### config.mk
export PLATFORM = sky130hd
export DESIGN_NAME = uart_tx_arbiter_flat
export DESIGN_NICKNAME = d
export VERILOG_FILES = /design/src/rtl/uart_tx_arbiter_pkg.sv /design/src/rtl/uart_tx_arbiter_if.sv /design/src/rtl/uart_rr_picker.sv /design/src/rtl/uart_tx_arbiter.sv /design/src/flat_wrapper.sv
export SDC_FILE = /design/constraint.sdc
export NUM_CORES = 1
export LEC_CHECK = 0
export CORE_MARGIN = 1.5
export CORE_UTILIZATION = 38
export CTS_CLUSTER_DIAMETER = 80
export DETAILED_ROUTE_END_ITERATION = 6
export GPL_TIMING_DRIVEN = 0
export PLACE_DENSITY_LB_ADDON = 0.08
export SLEW_MARGIN = 30
export SYNTH_ARGS = -nofsm -noshare
export SYNTH_HDL_FRONTEND = slang
export SYNTH_SLANG_ARGS = --single-unit
### constraint.sdc
create_clock -name clk -period 2.9 [get_ports clk]
set_clock_uncertainty 0.05 [all_clocks]
set_input_delay 0.29 -clock clk [delete_from_list [all_inputs] [get_ports clk]]
set_output_delay 0.29 -clock clk [all_outputs]
set_load 0.03 [all_outputs]
### src/rtl/uart_tx_arbiter_pkg.sv
// Shared types for the uart transmit arbiter: FSM states and per-frame
// configuration encodings as the transmitter consumes them.
package uart_pkg;

  typedef enum logic [1:0] {IDLE, ISSUE, DRAIN} arb_state_e;

  typedef enum logic [1:0] {
    FRAME_5 = 2'b00,
    FRAME_6 = 2'b01,
    FRAME_7 = 2'b10,
    FRAME_8 = 2'b11
  } frame_type_e;

  typedef enum logic [1:0] {
    PAR_NONE     = 2'b00,
    PAR_EVEN     = 2'b01,
    PAR_ODD      = 2'b10,
    PAR_NONE_ALT = 2'b11
  } parity_type_e;

  typedef struct packed {
    frame_type_e  frame;
    parity_type_e parity;
    logic         stop;
  } tx_cfg_t;

  localparam frame_type_e FRAME_RST = FRAME_8;

endpackage

### src/rtl/uart_tx_arbiter_if.sv
// Handshake and frame configuration between the arbiter and the uart transmitter.
interface uart_tx_arbiter_if;
  import uart_pkg::*;

  logic         tx_req;
  logic [7:0]   tx_data;
  frame_type_e  tx_frame_type;
  parity_type_e tx_parity_type;
  logic         tx_stop_type;
  logic         tx_busy;
  logic         tx_clr;

  modport master (
    output tx_req, tx_data, tx_frame_type, tx_parity_type, tx_stop_type,
    input  tx_busy, tx_clr
  );

  modport slave (
    input  tx_req, tx_data, tx_frame_type, tx_parity_type, tx_stop_type,
    output tx_busy, tx_clr
  );

endinterface

### src/rtl/uart_rr_picker.sv
// Combinational round-robin picker: first eligible index strictly after ptr,
// wrapping modulo NUM_REQ.
module uart_rr_picker #(
  parameter  int NUM_REQ = 4,
  localparam int IW      = $clog2(NUM_REQ)
) (
  input  logic [NUM_REQ-1:0] elig,
  input  logic [IW-1:0]      ptr,
  output logic               hit,
  output logic [IW-1:0]      idx
);

  logic [IW-1:0] j;

  // Scan from farthest to nearest so the nearest eligible index wins.
  always_comb begin
    hit = 1'b0;
    idx = '0;
    j   = '0;
    for (int k = NUM_REQ; k >= 1; k--) begin
      j = IW'((int'(ptr) + k) % NUM_REQ);
      if (elig[j]) begin
        hit = 1'b1;
        idx = j;
      end
    end
  end

endmodule

### src/rtl/uart_tx_arbiter.sv
// Round-robin arbiter sharing one uart transmitter between NUM_REQ byte
// sources, with optional packet locking and a lock-abandon timeout.
module uart_tx_arbiter
  import uart_pkg::*;
#(
  parameter  int NUM_REQ      = 4,
  parameter  int LOCK_TIMEOUT = 1024,
  localparam int IW           = $clog2(NUM_REQ)
) (
  input  logic                    clk,
  input  logic                    arst_n,
  input  logic                    en,
  input  logic [NUM_REQ-1:0]      req_valid,
  input  logic [NUM_REQ-1:0][7:0] req_data,
  input  logic [NUM_REQ-1:0]      req_last,
  input  logic [NUM_REQ-1:0]      req_lock,
  input  logic [NUM_REQ-1:0][1:0] cfg_frame_type,
  input  logic [NUM_REQ-1:0][1:0] cfg_parity_type,
  input  logic [NUM_REQ-1:0]      cfg_stop_type,
  output logic [NUM_REQ-1:0]      req_ready,
  uart_tx_arbiter_if.master       tx,
  output logic [IW-1:0]           grant_id,
  output logic                    locked,
  output logic                    lock_timeout
);

  localparam int CW = (LOCK_TIMEOUT > 1) ? $clog2(LOCK_TIMEOUT) : 1;
  localparam logic [CW-1:0] TO_LAST = CW'((LOCK_TIMEOUT > 0) ? LOCK_TIMEOUT - 1 : 0);

  arb_state_e          state_q, state_d;
  logic [IW-1:0]       ptr_q, gid_q, pick_idx;
  logic [NUM_REQ-1:0]  elig, gid_oh;
  logic                pick_hit, grant, accept;
  logic                req_q, locked_q, lock_to_q;
  logic [7:0]          data_q;
  tx_cfg_t             cfg_q;
  logic [CW-1:0]       to_cnt_q;

  assign gid_oh = NUM_REQ'(1) << gid_q;
  assign elig   = locked_q ? (req_valid & gid_oh) : req_valid;

  uart_rr_picker #(.NUM_REQ(NUM_REQ)) u_picker (
    .elig (elig),
    .ptr  (ptr_q),
    .hit  (pick_hit),
    .idx  (pick_idx)
  );

  always_comb begin
    state_d   = state_q;
    grant     = 1'b0;
    accept    = 1'b0;
    req_ready = '0;
    case (state_q)
      IDLE:  if (en && !tx.tx_busy && pick_hit) begin
               grant   = 1'b1;
               state_d = ISSUE;
             end
      ISSUE: if (tx.tx_clr) begin
               accept    = 1'b1;
               req_ready = gid_oh;
               state_d   = DRAIN;
             end
      DRAIN: if (!tx.tx_busy) state_d = IDLE;
      default: state_d = IDLE;
    endcase
  end

  always_ff @(posedge clk or negedge arst_n)
    if (!arst_n) state_q <= IDLE;
    else         state_q <= state_d;

  always_ff @(posedge clk or negedge arst_n) begin
    if (!arst_n) begin
      req_q     <= 1'b0;
      data_q    <= '0;
      cfg_q     <= '{frame: FRAME_RST, parity: PAR_NONE, stop: 1'b0};
      gid_q     <= '0;
      ptr_q     <= IW'(NUM_REQ - 1);
      locked_q  <= 1'b0;
      lock_to_q <= 1'b0;
      to_cnt_q  <= '0;
    end else begin
      lock_to_q <= 1'b0;
      if (grant) begin
        req_q  <= 1'b1;
        data_q <= req_data[pick_idx];
        cfg_q  <= '{frame:  frame_type_e'(cfg_frame_type[pick_idx]),
                    parity: parity_type_e'(cfg_parity_type[pick_idx]),
                    stop:   cfg_stop_type[pick_idx]};
        gid_q  <= pick_idx;
      end
      if (accept) begin
        req_q <= 1'b0;
        ptr_q <= gid_q;
        if (req_last[gid_q])      locked_q <= 1'b0;
        else if (req_lock[gid_q]) locked_q <= 1'b1;
      end
      // Owner went quiet while holding the lock: count, then abandon it.
      if (state_q == IDLE && locked_q && !req_valid[gid_q]) begin
        if (LOCK_TIMEOUT != 0 && to_cnt_q == TO_LAST) begin
          locked_q  <= 1'b0;
          lock_to_q <= 1'b1;
          to_cnt_q  <= '0;
        end else begin
          to_cnt_q  <= to_cnt_q + 1'b1;
        end
      end else begin
        to_cnt_q <= '0;
      end
    end
  end

  assign tx.tx_req         = req_q;
  assign tx.tx_data        = data_q;
  assign tx.tx_frame_type  = cfg_q.frame;
  assign tx.tx_parity_type = cfg_q.parity;
  assign tx.tx_stop_type   = cfg_q.stop;
  assign grant_id          = gid_q;
  assign locked            = locked_q;
  assign lock_timeout      = lock_to_q;

endmodule
### src/flat_wrapper.sv
// flat-port wrapper written by rule: the top's interface ports become plain ports
module uart_tx_arbiter_flat import uart_pkg::*;
#(
  parameter  int NUM_REQ      = 4,
  parameter  int LOCK_TIMEOUT = 1024,
  localparam int IW           = $clog2(NUM_REQ)
)
  (clk, arst_n, en, req_valid, req_data, req_last, req_lock, cfg_frame_type, cfg_parity_type, cfg_stop_type, req_ready, grant_id, locked, lock_timeout, tx_tx_req, tx_tx_data, tx_tx_frame_type, tx_tx_parity_type, tx_tx_stop_type, tx_tx_busy, tx_tx_clr);
  uart_tx_arbiter_if tx_i ();
  input  logic clk;
  input  logic arst_n;
  input  logic en;
  input  logic [NUM_REQ-1:0] req_valid;
  input  logic [NUM_REQ-1:0][7:0] req_data;
  input  logic [NUM_REQ-1:0] req_last;
  input  logic [NUM_REQ-1:0] req_lock;
  input  logic [NUM_REQ-1:0][1:0] cfg_frame_type;
  input  logic [NUM_REQ-1:0][1:0] cfg_parity_type;
  input  logic [NUM_REQ-1:0] cfg_stop_type;
  output logic [NUM_REQ-1:0] req_ready;
  output logic [IW-1:0] grant_id;
  output logic locked;
  output logic lock_timeout;
  output wire logic [$bits(tx_i.tx_req)-1:0] tx_tx_req;
  output wire logic [$bits(tx_i.tx_data)-1:0] tx_tx_data;
  output wire logic [$bits(tx_i.tx_frame_type)-1:0] tx_tx_frame_type;
  output wire logic [$bits(tx_i.tx_parity_type)-1:0] tx_tx_parity_type;
  output wire logic [$bits(tx_i.tx_stop_type)-1:0] tx_tx_stop_type;
  input wire logic [$bits(tx_i.tx_busy)-1:0] tx_tx_busy;
  input wire logic [$bits(tx_i.tx_clr)-1:0] tx_tx_clr;
  assign tx_tx_req = tx_i.tx_req;
  assign tx_tx_data = tx_i.tx_data;
  assign tx_tx_frame_type = tx_i.tx_frame_type;
  assign tx_tx_parity_type = tx_i.tx_parity_type;
  assign tx_tx_stop_type = tx_i.tx_stop_type;
  assign tx_i.tx_busy = tx_tx_busy;
  assign tx_i.tx_clr = tx_tx_clr;
  uart_tx_arbiter #(.NUM_REQ(NUM_REQ), .LOCK_TIMEOUT(LOCK_TIMEOUT)) u_core (.clk(clk), .arst_n(arst_n), .en(en), .req_valid(req_valid), .req_data(req_data), .req_last(req_last), .req_lock(req_lock), .cfg_frame_type(cfg_frame_type), .cfg_parity_type(cfg_parity_type), .cfg_stop_type(cfg_stop_type), .req_ready(req_ready), .tx(tx_i), .grant_id(grant_id), .locked(locked), .lock_timeout(lock_timeout));
endmodule
# Yosys cells after proc, flatten, opt, wreduce, memory -nomap -nowiden
# Cells that the tools add are included.
# W data, S select, Z words.
# totals
register_bits	32
in_bits	69
output_inout_bits	22
# op_classes
n_addsub	5
magnitude_cmp	6
n_eq_ne	6
shift	1
n_mux	52
n_bitwise	1
n_reduce_logical	9
# ops
operator	n
$mux W1	25
$mux W10	2
$lt A2 B3 Y1 const B	6
$mux W2	9
$bmux W1 S2	8
$bmux W8 S2	1
$mux W4	3
$add A10 B1 Y10 const B	1
$eq A10 B10 Y1 const B	1
$bmux W2 S2	2
$mux W8	1
$pmux W2 S3	1
$add A2 B1 Y2 const B	2
$add A2 B2 Y2 const B	2
$and A4 B4 Y4	1
$logic_and A1 B1 Y1	4
$ne A2 B2 Y1 const B	2
$shl A1 B2 Y4 const A	1
$reduce_and A3 Y1	1
$eq A2 B1 Y1 const B	1
$eq A2 B2 Y1 const B	1
$logic_not A1 Y1	2
$logic_not A2 Y1	1
$ne A2 B1 Y1 const B	1
$reduce_bool A2 Y1	1

# Logic depth before layout (Yosys ltp)
# depth
depth_word	14
mapped_depth	11

# Cells and area by module
# From an unflattened synthesis, not the netlist that was laid out.
# unflattened
hier_cells	157
area_unflattened_um2	1889.3
# modules_own_cells
module	instances	cells_each	area_per_inst_um2	seq_area_each_um2
uart_tx_arbiter	1	143	1798.0	805.8
uart_rr_picker	1	14	91.3	0.0

# Worst setup path after synthesis
# No wires, ideal clock.
# synth_path
kind	register to register
startpoint	reg u_core.gid_q[1], in the netlist u_core.grant_id[1]
endpoint	reg u_core.data_q[0], in the netlist u_core.tx.tx_data[0]
arrival_ns	2.782
setup_slack_ns	-0.078
path_stages_with_launch	11
synth_period_minus_slack_ns	2.978
path_cell_list	dfrtp_1 -> buf_6 -> or4b_4 -> o211a_2 -> or3_1 -> a32o_1 -> and2_4 -> buf_6 -> buf_8 -> a2111oi_1 -> a311oi_1
# synth_between
elab_chain_cells	12
# synth_rtl
item	line	rtl
from (decl)	uart_tx_arbiter.sv:31	logic [IW-1:0] ptr_q, gid_q, pick_idx;
from (signal assigned)	uart_tx_arbiter.sv:91	gid_q <= pick_idx;
$shl A1 B2 Y4 *	uart_tx_arbiter.sv:39	assign gid_oh = NUM_REQ'(1) << gid_q;
$and A4 B4 Y4 *	uart_tx_arbiter.sv:40	assign elig = locked_q ? (req_valid & gid_oh) : req_valid;
$mux W4 *	uart_tx_arbiter.sv:40	
$bmux W1 S2	uart_rr_picker.sv:22	if (elig[j]) begin
$mux W1 (not written as such)	uart_rr_picker.sv:22	
$mux W1 (4 in a row)	uart_rr_picker.sv:22	
$logic_and A1 B1 Y1	uart_tx_arbiter.sv:55	IDLE: if (en && !tx.tx_busy && pick_hit) begin
$mux W1	uart_tx_arbiter.sv:55	
$mux W1	uart_tx_arbiter.sv:54	case (state_q)
to (signal assigned)	uart_tx_arbiter.sv:87	data_q <= req_data[pick_idx];
to (decl)	uart_tx_arbiter.sv:35	logic [7:0] data_q;
# Mark *: on every way between the ends. The rest lies on a longest branch, timed or not. The select of a mux whose other input is x is not followed.
# A chain may end at the register's enable or synchronous reset.

# Final worst setup path
# layout_path
startpoint	reg u_core.gid_q[1], in the netlist u_core.grant_id[1]
endpoint	reg u_core.cfg_q (netlist bit u_core.tx.tx_frame_type[1])
# layout_between
elab_chain_cells	12
# layout_rtl
item	line	rtl
$shl A1 B2 Y4 *	uart_tx_arbiter.sv:39	
$and A4 B4 Y4 *	uart_tx_arbiter.sv:40	
$mux W4 *	uart_tx_arbiter.sv:40	
$bmux W1 S2	uart_rr_picker.sv:22	
$mux W1 (not written as such)	uart_rr_picker.sv:22	
$mux W1 (4 in a row)	uart_rr_picker.sv:22	
$logic_and A1 B1 Y1	uart_tx_arbiter.sv:55	
$mux W1	uart_tx_arbiter.sv:55	
$mux W1	uart_tx_arbiter.sv:54	
to (signal assigned)	uart_tx_arbiter.sv:77	cfg_q <= '{frame: FRAME_RST, parity: PAR_NONE, stop: 1'b0};
to (signal assigned)	uart_tx_arbiter.sv:88	cfg_q <= '{frame: frame_type_e'(cfg_frame_type[pick_idx]),
to (decl)	uart_tx_arbiter.sv:36	tx_cfg_t cfg_q;
# Marks and branches as above.

==> results.json <==
{
  "clock-sinks": 32,
  "fp.dieW_um": 77.8,
  "final_core_util": 0.634,
  "first_pass_iters": 4,
  "wl_mm": 6.25,
  "netlist_area_um2": 2130,
  "ys_ff_latch": 32,
  "drv_cap": 0,
  "areaGrowthSynthToFinish_pct": 62.1,
  "rows": 27,
  "hold_viol_final": 0,
  "clkTransAtPathRegs_ns": 0.07,
  "p_per_area_nw_per_um2": 1030,
  "crit_path_end_kind": "flop",
  "h-tree-depth": 2,
  "avgRoutedWirePerCell_um": 15.8,
  "ys_async_sr_fraction": 1.00,
  "grt_pass1_wl_mm": 10.4,
  "vias_per_cell": 5.46,
  "port_buffers": 90,
  "slew_headroom": 0.454,
  "gp_routability_congestion": 0.748,
  "fin_crit_ns": 2.88,
  "cp-start-kind": "flop",
  "criticalPathCategory": "reg -> reg",
  "yosys.area.top_type_share": 0.329,
  "drc": 0,
  "worstMarginPinSlew_ns": 0.808,
  "hp-class": "in -> async",
  "grt_pass1_vias": 2112,
  "required_ns": 3.02,
  "yosys-top-cells-count": "nor2_1, dfrtp_1, mux2i_1",
  "tritoncts": "yes",
  "status": "completed",
  "grt_max_degree": 28,
  "yosys_most_used_dff": "dfrtp_1",
  "yosysWarningCount": 0,
  "grt_remaining_overflow": 0,
  "clockRootBuffer": "clkbuf_8",
  "postSynthCellCount": 223,
  "synth_area_leaders": "dfrtp_1, mux2i_1, a311oi_1",
  "ys_types": 46,
  "n_antenna_cell": 0,
  "drive_gt1_frac": 0.160,
  "antenna_found_initial": 0,
  "grt_use_total": 0.215,
  "dp_cells": 386,
  "die_h_um": 77.8,
  "fin_nets": 393,
  "clockBufferDepth": 2,
  "yosysTopAreaCell": "dfrtp_1",
  "insertion_delay_ns": 0.28,
  "fin_crit_sh": 0.992,
  "ioPinCount": 91,
  "crit_chain": "buf_6, or4b_4, o211a_4, or3_1, a32o_2, and2_4, buf_8, mux2i_1, a311oi_1",
  "synth_edf_count": 0,
  "max_freq_ghz": 0.348,
  "path_max_fanout": 10,
  "p_leak_nw": 1.30,
  "cts_inserted_buffers": 5,
  "power.total_mw": 3.56,
  "slew_viol_final": 0,
  "finalNonFillerCells": 396,
  "ant_nets": 0,
  "num_vias": 2161,
  "core_area_um2": 5440,
  "crit_arrival_ns": 3.00,
  "drtIter0Drc": 185,
  "ir_drop_v": 0.000664,
  "cp_slowest_stage_delay_ns": 0.54,
  "reg2reg_depth": 9,
  "hpwl_mm": 4.58,
  "avgSynthCellArea_um2": 9.54,
  "synth_most_common_cell": "nor2_1",
  "setup_violations": 0,
  "start_util": 0.391,
  "synth_nets": 293,
  "slowest_stage": "or4b_4",
  "synth-seq-area-share": 0.379,
  "dieArea_um2": 6060
}
repair_timing:
| item | in CTS | in global routing |
|---|---|---|
| buffers inserted | 1 | 1 |
| hold buffers | 1 | 0 |
| hold endpoints to repair | 5 | 0 |
| resized for setup | 21 | 27 |
| cloned | 0 | 1 |
| pin swaps | 4 | 9 |
| endpoints found under the setup margin | 16 | 16 |
placed cells by master (no fill, tap or decap), drive strengths merged, types with 3 or more instances in the layout:
master and n:
a2111oi 13, nand4b 3, o21ai 6, o211ai 4, clkdlybuf4s50 88, nor2 30
xnor2 4, clkinv 3, nand3 4, a21oi 7, dfrtp 28, nand2 14
dfstp 4, buf 9, xor2 4, clkbuf 17, a311oi 13, a21boi 13
inv 7, mux2i 17, mux4 3, nand2b 3
power breakdown:
group          switching, mW  leakage (nW)  total, mW  internal (mW)
logic                   1.39         0.859       2.48           1.09
registers              0.115         0.390      0.732          0.617
clock network          0.176        0.0479      0.343          0.167
total                   1.68          1.30       3.56           1.87
worst paths after layout:
kind | start | endpoint | slack (ns)
max in group asynchronous | arst_n | u_core.ptr_q[1] | 2.02
worst max-delay path | u_core.grant_id[1] | u_core.tx.tx_frame_type[1] | 0.02
worst max register to register | u_core.grant_id[1] | u_core.tx.tx_frame_type[1] | 0.02
worst min register to register | u_core.to_cnt_q[0] | u_core.to_cnt_q[0] | 0.43
worst min-delay path | arst_n | u_core.to_cnt_q[2] | 0.32
min in group clk | u_core.to_cnt_q[0] | u_core.to_cnt_q[0] | 0.43
flip-flops by register name, indices dropped and copies added, names as in the netlist, 2 cells and up:
register                  flops
u_core.to_cnt_q              10
u_core.tx.tx_data             8
u_core.grant_id               2
u_core.ptr_q                  2
u_core.state_q                2
u_core.tx.tx_frame_type       2
u_core.tx.tx_parity_type      2
metal layers:
metal / vias up / share of wire / global-route usage
li1: 1052 / - / -
met1: 1032 / 0.46 / 0.288
met2: 75 / 0.47 / 0.344
met3: 2 / 0.070 / 0.0671
met4: 0 / 0.0021 / 0.0382
met5: - / 0 / 0
worst max-delay path, delay by kind of cell (launching register included):
kind	cells	cell delay (ns)
AO/OA/AOI/OAI	3	0.77
buffers and inverters	2	0.30
flip-flops	1	0.42
multiplexers	1	0.13
AND/OR/NAND/NOR	3	1.10
per-stage QoR:
step / hold slack, ns / instance area (µm²) / TNS (ns) / setup WS, ns
2_1_floorplan: -0.0556 / 2150 / 0 / 0.0164
3_3_place_gp: 0.417 / 3140 / -4.19 / -0.327
3_5_place_dp: 0.0848 / 3160 / -4.79 / -0.376
4_1_cts: 0.312 / 3350 / -0.0920 / -0.0238
5_1_grt: 0.322 / 3450 / -0.0410 / -0.0240
6_report: 0.316 / 3450 / 0 / 0.0238
logic make-up after synthesis:
kind of cell    count (synthesis)  synth area share
simple gates                   71             0.172
compound gates                 66             0.240
mux                            20             0.112
fa+ha+maj                       1           0.00588
buf+inv                        25            0.0582
flops                          32             0.379
xor+xnor                        8            0.0329
cell type report:
type                       instances  area [µm²]
buffer                            16         119
sequential                        32         807
multi-input combinational        166        1350
timing repair buffer              95         968
inverter                           7        26.3
clock inverter                     3        18.8
tap                               72        90.1
clock buffer                       5        68.8
fill                             462        1990
(Power assumes the default switching activity.)
